[config.mk]
export PLATFORM = sky130hd
export DESIGN_NAME = load_store_unit
export DESIGN_NICKNAME = d
export VERILOG_FILES = /design/src/rtl/load_store_unit.sv
export SDC_FILE = /design/constraint.sdc
export NUM_CORES = 1
export LEC_CHECK = 0
export CAP_MARGIN = 0
export CORE_MARGIN = 8
export CORE_UTILIZATION = 44
export DETAILED_ROUTE_END_ITERATION = 8
export PLACE_DENSITY = 0.81
export SLEW_MARGIN = 20
export SYNTH_ARGS = -nofsm -noshare
export SYNTH_HDL_FRONTEND = slang
export SYNTH_SLANG_ARGS = --single-unit
[constraint.sdc]
create_clock -name clock -period 2.82 [get_ports clock]
set_input_delay 0.282 -clock clock [delete_from_list [all_inputs] [get_ports clock]]
set_output_delay 0.282 -clock clock [all_outputs]
set_load 0.005 [all_outputs]
[src/rtl/load_store_unit.sv]
// Load/store unit between the pipeline and a single-port data RAM.
// A load, a word store, or a sub-word read-modify-write store runs as a
// short FSM sequence. Illegal or misaligned commands finish at once with an
// error flag and never touch the RAM.
//
// Handshake: start is sampled only while the unit is idle (busy=0); once
// accepted, the command owns the unit until done pulses for exactly one
// cycle. Any start seen while busy=1, including the done cycle, is dropped.
module load_store_unit #(
    parameter int ADDRESS_WIDTH = 16
) (
    input  logic                     clock,
    input  logic                     reset,
    input  logic                     start,
    input  logic                     is_load,
    input  logic                     is_store,
    input  logic [2:0]               funct3,
    input  logic [31:0]              address,
    input  logic [31:0]              store_data,
    output logic                     busy,
    output logic                     done,
    output logic                     misaligned,
    output logic [31:0]              load_data,
    output logic [ADDRESS_WIDTH-1:0] ram_address,
    output logic                     ram_write,
    output logic [31:0]              ram_write_data,
    input  logic [31:0]              ram_read_data,
    output logic [2:0]               debug_state
);

    typedef enum logic [2:0] {
        IDLE    = 3'd0,
        READ    = 3'd1,
        MERGE   = 3'd2,
        CAPTURE = 3'd3,
        WRITE   = 3'd4,
        DONE    = 3'd5
    } state_t;

    state_t state, state_next;

    logic [ADDRESS_WIDTH-1:0] addr_q;
    logic [2:0]               funct3_q;
    logic                     load_q;
    logic                     err_q;
    logic [31:0]              wdata_q;
    logic [31:0]              load_data_q;

    // Upper address bits are dropped on purpose so addresses wrap.
    logic unused_address_hi;
    assign unused_address_hi = ^address[31:ADDRESS_WIDTH];

    // Decode size and legality of the incoming command.
    logic is_byte, is_half, is_word, code_bad, illegal;
    always_comb begin
        is_byte  = 1'b0;
        is_half  = 1'b0;
        is_word  = 1'b0;
        code_bad = 1'b0;
        case (funct3)
            3'b000, 3'b100: is_byte = 1'b1;
            3'b001, 3'b101: is_half = 1'b1;
            3'b010:         is_word = 1'b1;
            default:        code_bad = 1'b1;
        endcase
        illegal = (is_load == is_store)
                || code_bad
                || (is_store && funct3[2])
                || (is_half && address[0])
                || (is_word && (address[1:0] != 2'b00));
    end

    // Lane selection and sign/zero extension for loads.
    logic [7:0]  sel_byte;
    logic [15:0] sel_half;
    logic [31:0] load_ext;
    always_comb begin
        sel_byte = ram_read_data[8*addr_q[1:0] +: 8];
        sel_half = addr_q[1] ? ram_read_data[31:16] : ram_read_data[15:0];
        case (funct3_q)
            3'b000:  load_ext = {{24{sel_byte[7]}}, sel_byte};
            3'b001:  load_ext = {{16{sel_half[15]}}, sel_half};
            3'b100:  load_ext = {24'd0, sel_byte};
            3'b101:  load_ext = {16'd0, sel_half};
            default: load_ext = ram_read_data;
        endcase
    end

    // Replace only the addressed byte or half of the word just read.
    logic [31:0] merged;
    always_comb begin
        merged = ram_read_data;
        if (funct3_q[0]) begin
            if (addr_q[1]) merged[31:16] = wdata_q[15:0];
            else           merged[15:0]  = wdata_q[15:0];
        end else begin
            merged[8*addr_q[1:0] +: 8] = wdata_q[7:0];
        end
    end

    // State register.
    always_ff @(posedge clock or posedge reset) begin
        if (reset) state <= IDLE;
        else       state <= state_next;
    end

    // Next-state logic for the command sequences.
    always_comb begin
        state_next = state;
        case (state)
            IDLE: begin
                if (start) begin
                    if (illegal)                    state_next = DONE;
                    else if (is_load)               state_next = READ;
                    else if (funct3 == 3'b010)      state_next = WRITE;
                    else                            state_next = READ;
                end
            end
            READ:    state_next = load_q ? CAPTURE : MERGE;
            CAPTURE: state_next = DONE;
            MERGE:   state_next = WRITE;
            WRITE:   state_next = DONE;
            DONE:    state_next = IDLE;
            default: state_next = IDLE;
        endcase
    end

    // Command registers, merged write word and held load result.
    always_ff @(posedge clock or posedge reset) begin
        if (reset) begin
            addr_q      <= '0;
            funct3_q    <= 3'd0;
            load_q      <= 1'b0;
            err_q       <= 1'b0;
            wdata_q     <= 32'd0;
            load_data_q <= 32'd0;
        end else begin
            if (state == IDLE && start) begin
                addr_q   <= address[ADDRESS_WIDTH-1:0];
                funct3_q <= funct3;
                load_q   <= is_load;
                err_q    <= illegal;
                wdata_q  <= store_data;
            end
            if (state == MERGE)   wdata_q     <= merged;
            if (state == CAPTURE) load_data_q <= load_ext;
        end
    end

    assign busy           = (state != IDLE);
    assign done           = (state == DONE);
    assign misaligned     = (state == DONE) && err_q;
    assign ram_write      = (state == WRITE);
    assign ram_address    = addr_q;
    assign ram_write_data = wdata_q;
    assign load_data      = load_data_q;
    assign debug_state    = state;

endmodule
==> results.py, run 1 <==
metrics = {
    "critical_path": {
        "cp_cell_sequence": "and3b_1 > nand4_1 > nand3_1",
        "crit_fanout": 17,
        "worstPathRequired_ns": 3.10,
        "arrival_ns": 2.66,
        "slowest_stage": "nand4_1",
        "worstSetupPathType": "reg2reg",
        "slowest_delay_ns": 0.76,
        "endpoint_kind": "register",
        "start_kind": "register",
    },
    "flow_run": {
        "cap_violations": 0,
    },
    "synthesis": {
        "postSynthAreaPerCell_um2": 9.85,
        "synth.most_common_cell": "dfrtp_1",
        "synth_edf_count": 0,
        "synth_top_cell_area_share": 0.451,
        "yosysSeqAreaShare": 0.451,
        "synthTopCellsByArea": "dfrtp_1 (45%), mux2_2 (5.8%), mux2i_1 (5.1%), a21oi_1 (4.2%), a221o_1 (3.5%)",
        "synth_flop_cell": "dfrtp_1",
        "synth_common_cells": "dfrtp_1 (88), nand2_1 (45), a21oi_1 (41), nand3_1 (32), nor2_1 (31)",
        "syn_inst": 496,
        "synth_cell_types": 53,
        "yosys.area.top_type": "dfrtp_1",
        "synth_nets": 605,
        "syn-cell-area_um2": 4880,
        "synthArstFlopShare": 1.00,
        "synth-seq-cells": 88,
        "yosys_warnings": 0,
    },
    "timing": {
        "finClkSkew_ns": 0.0131,
        "tns_ns": 0,
        "period_share": 0.842,
        "min_period_ns": 2.38,
        "worst_slew_pin_slew_ns": 1.03,
        "fmax_ghz": 0.421,
        "slew_viol_final": 0,
        "relSlewSlack": 0.314,
        "hold_viol": 0,
        "setup_viol": 0,
        "rsz0062_at_grt": "false",
    },
    "floorplanning": {
        "die_h_um": 121,
        "pin_count": 191,
        "fp.dieW_um": 121,
        "core_area_um2": 10800,
        "row_count": 38,
        "start_util": 0.451,
        "dieArea_um2": 14700,
    },
    "global_routing": {
        "grt_use_total": 0.235,
        "grt_pass1_vias": 4848,
        "grt_pass1_wl_mm": 27.2,
        "overflow": 0,
        "antenna_found_initial": 0,
        "grt_max_degree": 54,
    },
    "final_layout": {
        "areaGrowthSynthToFinish_pct": 42.0,
        "finalNonFillerCells": 796,
        "fin_nets": 760,
        "antenna_cells": 0,
        "drive_above_1_share": 0.0976,
        "fill_cells": 928,
    },
    "clocking": {
        "root_buffer": "clkbuf_8",
        "cts.htree.levels": 3,
        "clkLatencyLatePin_ns": 0.37,
        "clk_pin_slew_ns": 0.10,
        "cts_num_sinks": 88,
        "cts_buffers": 9,
        "tritoncts": "done",
        "cts_max_path_buffers": 2,
        "postCtsSetupRepairBufs": 0,
        "hold_buffers": 0,
        "cts_resized": 0,
    },
    "pwr": {
        "p_per_area_nw_per_um2": 1080,
        "power_leakage_nw": 2.79,
        "ir_worst_vdd_uv": 521,
    },
    "run_status": {
        "status": "finished, final reports clean",
    },
    "worst_hold_path": {
        "min_path_type": "in2async",
    },
    "route": {
        "drt_pass1_iterations": 7,
        "wl_mm": 17.5,
        "vias_per_cell": 6.10,
        "routedWlPerCell_um": 22.0,
        "vias": 4857,
        "drt_iter0_markers": 655,
        "drcViolationCount": 0,
        "ant_nets": 0,
    },
    "placed_design": {
        "dp_cells": 780,
        "portBuffers": 174,
        "place_congestion": 0.903,
        "dp_hpwl_mm": 13.0,
    },
}
==> layer usage <==
layer  GRT usage  share of wire  vias to the layer above
li1            -              -                     2171
met1       0.306           0.41                     2349
met2       0.349           0.44                      297
met3      0.0772           0.11                       40
met4       0.104          0.033                        0
met5           0              0                        -
==> per-stage QoR <==
stage | cell area, µm² | hold WS, ns | setup WS [ns] | utilization | power (mW)
3_3_place_gp | 6710 | 0.475 | 0.555 | 0.619 | 6.33
2_1_floorplan | 4880 | 0.399 | 0.259 | - | 4.49
5_1_grt | 6940 | 0.379 | 0.252 | 0.640 | 8.00
4_1_cts | 6940 | 0.346 | 0.483 | 0.640 | 7.50
3_5_place_dp | 6710 | 0.482 | 0.493 | 0.619 | 6.48
6_report | 6940 | 0.334 | 0.444 | 0.640 | 7.47
==> cells by family (layout without fill, tap and decap cells) <==
| logic type | count (synthesis) | after routing | synth area share |
|---|---|---|---|
| flops | 88 | 88 | 0.451 |
| simple gates | 155 | 155 | 0.164 |
| buf+inv | 49 | 209 | 0.0453 |
| compound gates | 149 | 149 | 0.218 |
| mux | 50 | 50 | 0.109 |
| fa+ha+maj | 5 | 5 | 0.0128 |
==> final timing paths <==
kind / depth (start not counted) / slack, ns / start / endpoint
worst max-delay path: 3 / 0.44 / debug_state[2]$_DFFE_PP0P_ / load_data[25]$_DFFE_PP0N_
worst min-delay path: 2 / 0.33 / reset / ram_address[5]$_DFFE_PP0P_
worst min register to register: 2 / 0.50 / load_data[23]$_DFFE_PP0N_ / load_data[23]$_DFFE_PP0N_
worst max register to register: 3 / 0.44 / debug_state[2]$_DFFE_PP0P_ / load_data[25]$_DFFE_PP0N_
min in group clock: 2 / 0.50 / load_data[23]$_DFFE_PP0N_ / load_data[23]$_DFFE_PP0N_
max in group asynchronous: 3 / 1.77 / reset / load_data[0]$_DFFE_PP0N_
==> power breakdown <==
part           switching, mW  total, mW  internal, mW
clock                  0.493       1.00         0.508
sequential             0.633       2.53          1.90
combinational           1.77       3.94          2.17
total                   2.90       7.47          4.58
==> registers in the layout, summed over array words and instances, names as in the netlist <==
name and cells:
funct3_q 3, load_q 1, ram_write_data 32, debug_state 3, load_data 32, ram_address 16, err_q 1
==> area by class of cell <==
| type | instances | area, µm² | area share |
|---|---|---|---|
| clock buffers | 9 | 124 | 0.0179 |
| clock inverters | 7 | 103 | 0.0148 |
| inverters | 9 | 35.0 | 0.00505 |
| multi-input cells | 359 | 2470 | 0.356 |
| flip-flops and latches | 88 | 2200 | 0.318 |
| well taps | 140 | 175 | 0.0253 |
| repair buffers | 184 | 1830 | 0.264 |
==> critical path, delay by kind of cell, from the launching register on <==
kind	cells	cell delay, ns
and+or+nand+nor	3	1.74
DFF	1	0.55
==> cell usage in the layout, fill, tap and decap left out, types with 2 or more instances in the layout <==
master / count
bufinv_16: 2
clkdlybuf4s50_1: 174
a221oi_1: 16
or3_1: 3
nand3b_1: 8
nor2b_1: 5
a21oi_1: 41
nor3_1: 3
a211o_1: 6
and3_1: 3
or2_2: 2
ha_1: 5
clkbuf_8: 9
o21ai_0: 15
dfrtp_1: 88
inv_1: 6
a22oi_1: 7
o221ai_1: 7
o21ai_1: 5
o22ai_1: 4
nand2b_1: 3
nor3b_1: 4
a22o_1: 2
o31ai_1: 8
a221o_1: 17
nand3_1: 32
a211oi_1: 8
mux2i_1: 25
o22a_1: 8
nand2_1: 45
buf_4: 9
clkinv_4: 2
and2_1: 4
mux2_2: 25
nor2_1: 31
inv_6: 2
Power figures use the tool's default switching activity.
==> run 2: changes to the inputs <==
- clock period: 2.82 -> 2.3 ns (I/O delays scaled with it)
==> run 2 against run 1 <==
Non-clock buffer count grew 10. Worst hold slack worse by 0.045 ns. Via count fell by 1.1%. Worst setup slack worse by 0.22 ns. Largest power group unchanged.
==> results.py, run 2 (synthesis results as in run 1) <==
metrics = {
    "run_status": {
        "status": "finished, final reports clean",
    },
    "pwr": {
        "p_per_area_nw_per_um2": 1320,
        "power_leakage_nw": 2.85,
        "power_mw": 9.35,
        "ir_worst_vdd_uv": 618,
    },
    "final_layout": {
        "drive_above_1_share": 0.111,
        "antenna_cells": 0,
        "layout_commonest_cell": "clkdlybuf4s50_1",
        "fin_nets": 770,
        "final_cell_area_um2": 7070,
        "areaGrowthSynthToFinish_pct": 44.7,
        "mostFrequentLayoutCells": "clkdlybuf4s50_1 (174), dfrtp_1 (88), nand2_1 (45)",
    },
    "route": {
        "vias_per_cell": 5.96,
        "drt_iter0_markers": 440,
        "routedWlPerCell_um": 21.5,
        "wl_mm": 17.4,
        "ant_nets": 0,
        "drcViolationCount": 0,
        "drt_pass1_iterations": 5,
        "vias": 4804,
    },
    "floorplanning": {
        "pin_count": 191,
        "row_count": 38,
        "fp.dieW_um": 121,
        "die_h_um": 121,
        "start_util": 0.451,
        "dieArea_um2": 14700,
        "core_area_um2": 10800,
    },
    "placed_design": {
        "placed_area_um2": 6820,
        "portBuffers": 174,
        "dp_hpwl_mm": 13.2,
        "place_congestion": 0.861,
    },
    "critical_path": {
        "cp_top_family": "compound AO/OA/AOI/OAI gates",
        "rrSetupSlack_ns": 0.22,
        "reg2reg_from": "ram_address[1]$_DFFE_PP0P_",
        "crit_buf_inv": 1,
        "cpMostUsedCell": "a221o_1",
        "worstSetupPathType": "reg2reg",
        "worstPathRequired_ns": 2.55,
        "endpoint_kind": "register",
        "slowest_stage": "dfrtp_1",
        "arrival_ns": 2.33,
        "cp_cell_sequence": "inv_1 > ha_1 > nor3b_1 > and2_1 > a221o_1 > a221o_1",
        "start_kind": "register",
        "r2r_cells": 6,
        "reg2reg_to": "ram_write_data[19]$_DFFE_PP0P_",
        "crit_fanout": 7,
        "slowest_delay_ns": 0.38,
    },
    "timing": {
        "tns_ns": 0,
        "hold_viol": 0,
        "min_period_ns": 2.08,
        "setup_viol": 0,
        "fmax_ghz": 0.482,
        "finClkSkew_ns": 0.0118,
        "relSlewSlack": 0.553,
        "worst_slew_pin_slew_ns": 0.671,
        "rsz0062_at_grt": "false",
        "slew_viol_final": 0,
        "period_share": 0.903,
    },
    "global_routing": {
        "grt_use_total": 0.233,
        "grt_pass1_wl_mm": 27.1,
        "overflow": 0,
        "grt_max_degree": 44,
        "grt_pass1_vias": 4886,
        "antenna_found_initial": 0,
    },
    "clocking": {
        "tritoncts": "done",
        "hold_buffers": 0,
        "cts_num_sinks": 88,
        "clk_pin_slew_ns": 0.09,
        "cts.htree.levels": 3,
        "cts_buffers": 9,
        "clkLatencyLatePin_ns": 0.37,
        "cts_resized": 0,
        "root_buffer": "clkbuf_8",
        "cts_max_path_buffers": 2,
        "postCtsSetupRepairBufs": 0,
    },
    "flow_run": {
        "cap_violations": 0,
    },
    "worst_hold_path": {
        "min_path_type": "in2async",
    },
}
## run 2: changes by cell type in the layout (fill, tap and decap cells not counted)
| cell | delta |
|---|---|
| inv_6 | -1 |
| clkinvlp_4 | +2 |
| bufinv_16 | +1 |
| buf_4 | +7 |
| clkinv_4 | -2 |
| buf_12 | +3 |
## run 2: report_power, final
| group | leakage, nW | switching, mW | total, mW | internal, mW |
|---|---|---|---|---|
| registers | 1.04 | 0.669 | 3.00 | 2.33 |
| logic | 1.69 | 2.27 | 5.03 | 2.76 |
| clock network | 0.116 | 0.589 | 1.31 | 0.723 |
## run 2: final cells by class
type	count	area [µm²]
clock inverters	7	119
well taps	140	175
multi-input cells	359	2470
flip-flops and latches	88	2200
inverters	9	37.5
repair buffers	194	1940
fillers	860	3770
clock buffers	9	124
## run 2: metrics by stage
stage | worst slack, ns | std cells | utilization | hold slack [ns]
after floorplan | 0.123 | 496 | - | 0.347
after global placement | 0.287 | 790 | 0.630 | 0.476
after detailed placement | 0.251 | 790 | 0.630 | 0.483
after CTS | 0.229 | 806 | 0.652 | 0.302
after global routing | 0.0860 | 806 | 0.652 | 0.342
final | 0.224 | 806 | 0.652 | 0.289
## run 2: layer usage
metal	part of all wire	vias to the layer above	track usage	wire (µm)
li1	-	2193	-	-
met1	0.40	2327	0.292	6970
met2	0.46	249	0.356	7960
met3	0.11	35	0.0847	1910
met4	0.030	0	0.0964	518
met5	0	-	0	0
## run 2: worst max path at each step
stage	startpoint	to	slack [ns]	cells after the start
floorplan	ram_address[1]$_DFFE_PP0P_	ram_write_data[17]$_DFFE_PP0P_	0.12	8
global placement	ram_address[1]$_DFFE_PP0P_	ram_write_data[22]$_DFFE_PP0P_	0.29	6
detailed placement	ram_address[1]$_DFFE_PP0P_	ram_write_data[19]$_DFFE_PP0P_	0.25	6
CTS	debug_state[2]$_DFFE_PP0P_	misaligned	0.23	4
global route	ram_address[1]$_DFFE_PP0P_	ram_write_data[30]$_DFFE_PP0P_	0.09	7
finish	ram_address[1]$_DFFE_PP0P_	ram_write_data[19]$_DFFE_PP0P_	0.22	6
## run 2: worst register-to-register path: cells and delay by family (launching register included)
| family | cells | cell delay, ns |
|---|---|---|
| AO/OA/AOI/OAI | 2 | 0.66 |
| adder cells (fa/ha/maj) | 1 | 0.31 |
| buffers and inverters | 1 | 0.18 |
| flip-flops | 1 | 0.38 |
| AND/OR/NAND/NOR | 2 | 0.44 |
==> run 3: changes to the inputs <==
- GPL_ROUTABILITY_DRIVEN: unset -> 1
==> results of run 3 <==
No change in the layout: final DEF, timing and power equal those of run 2.
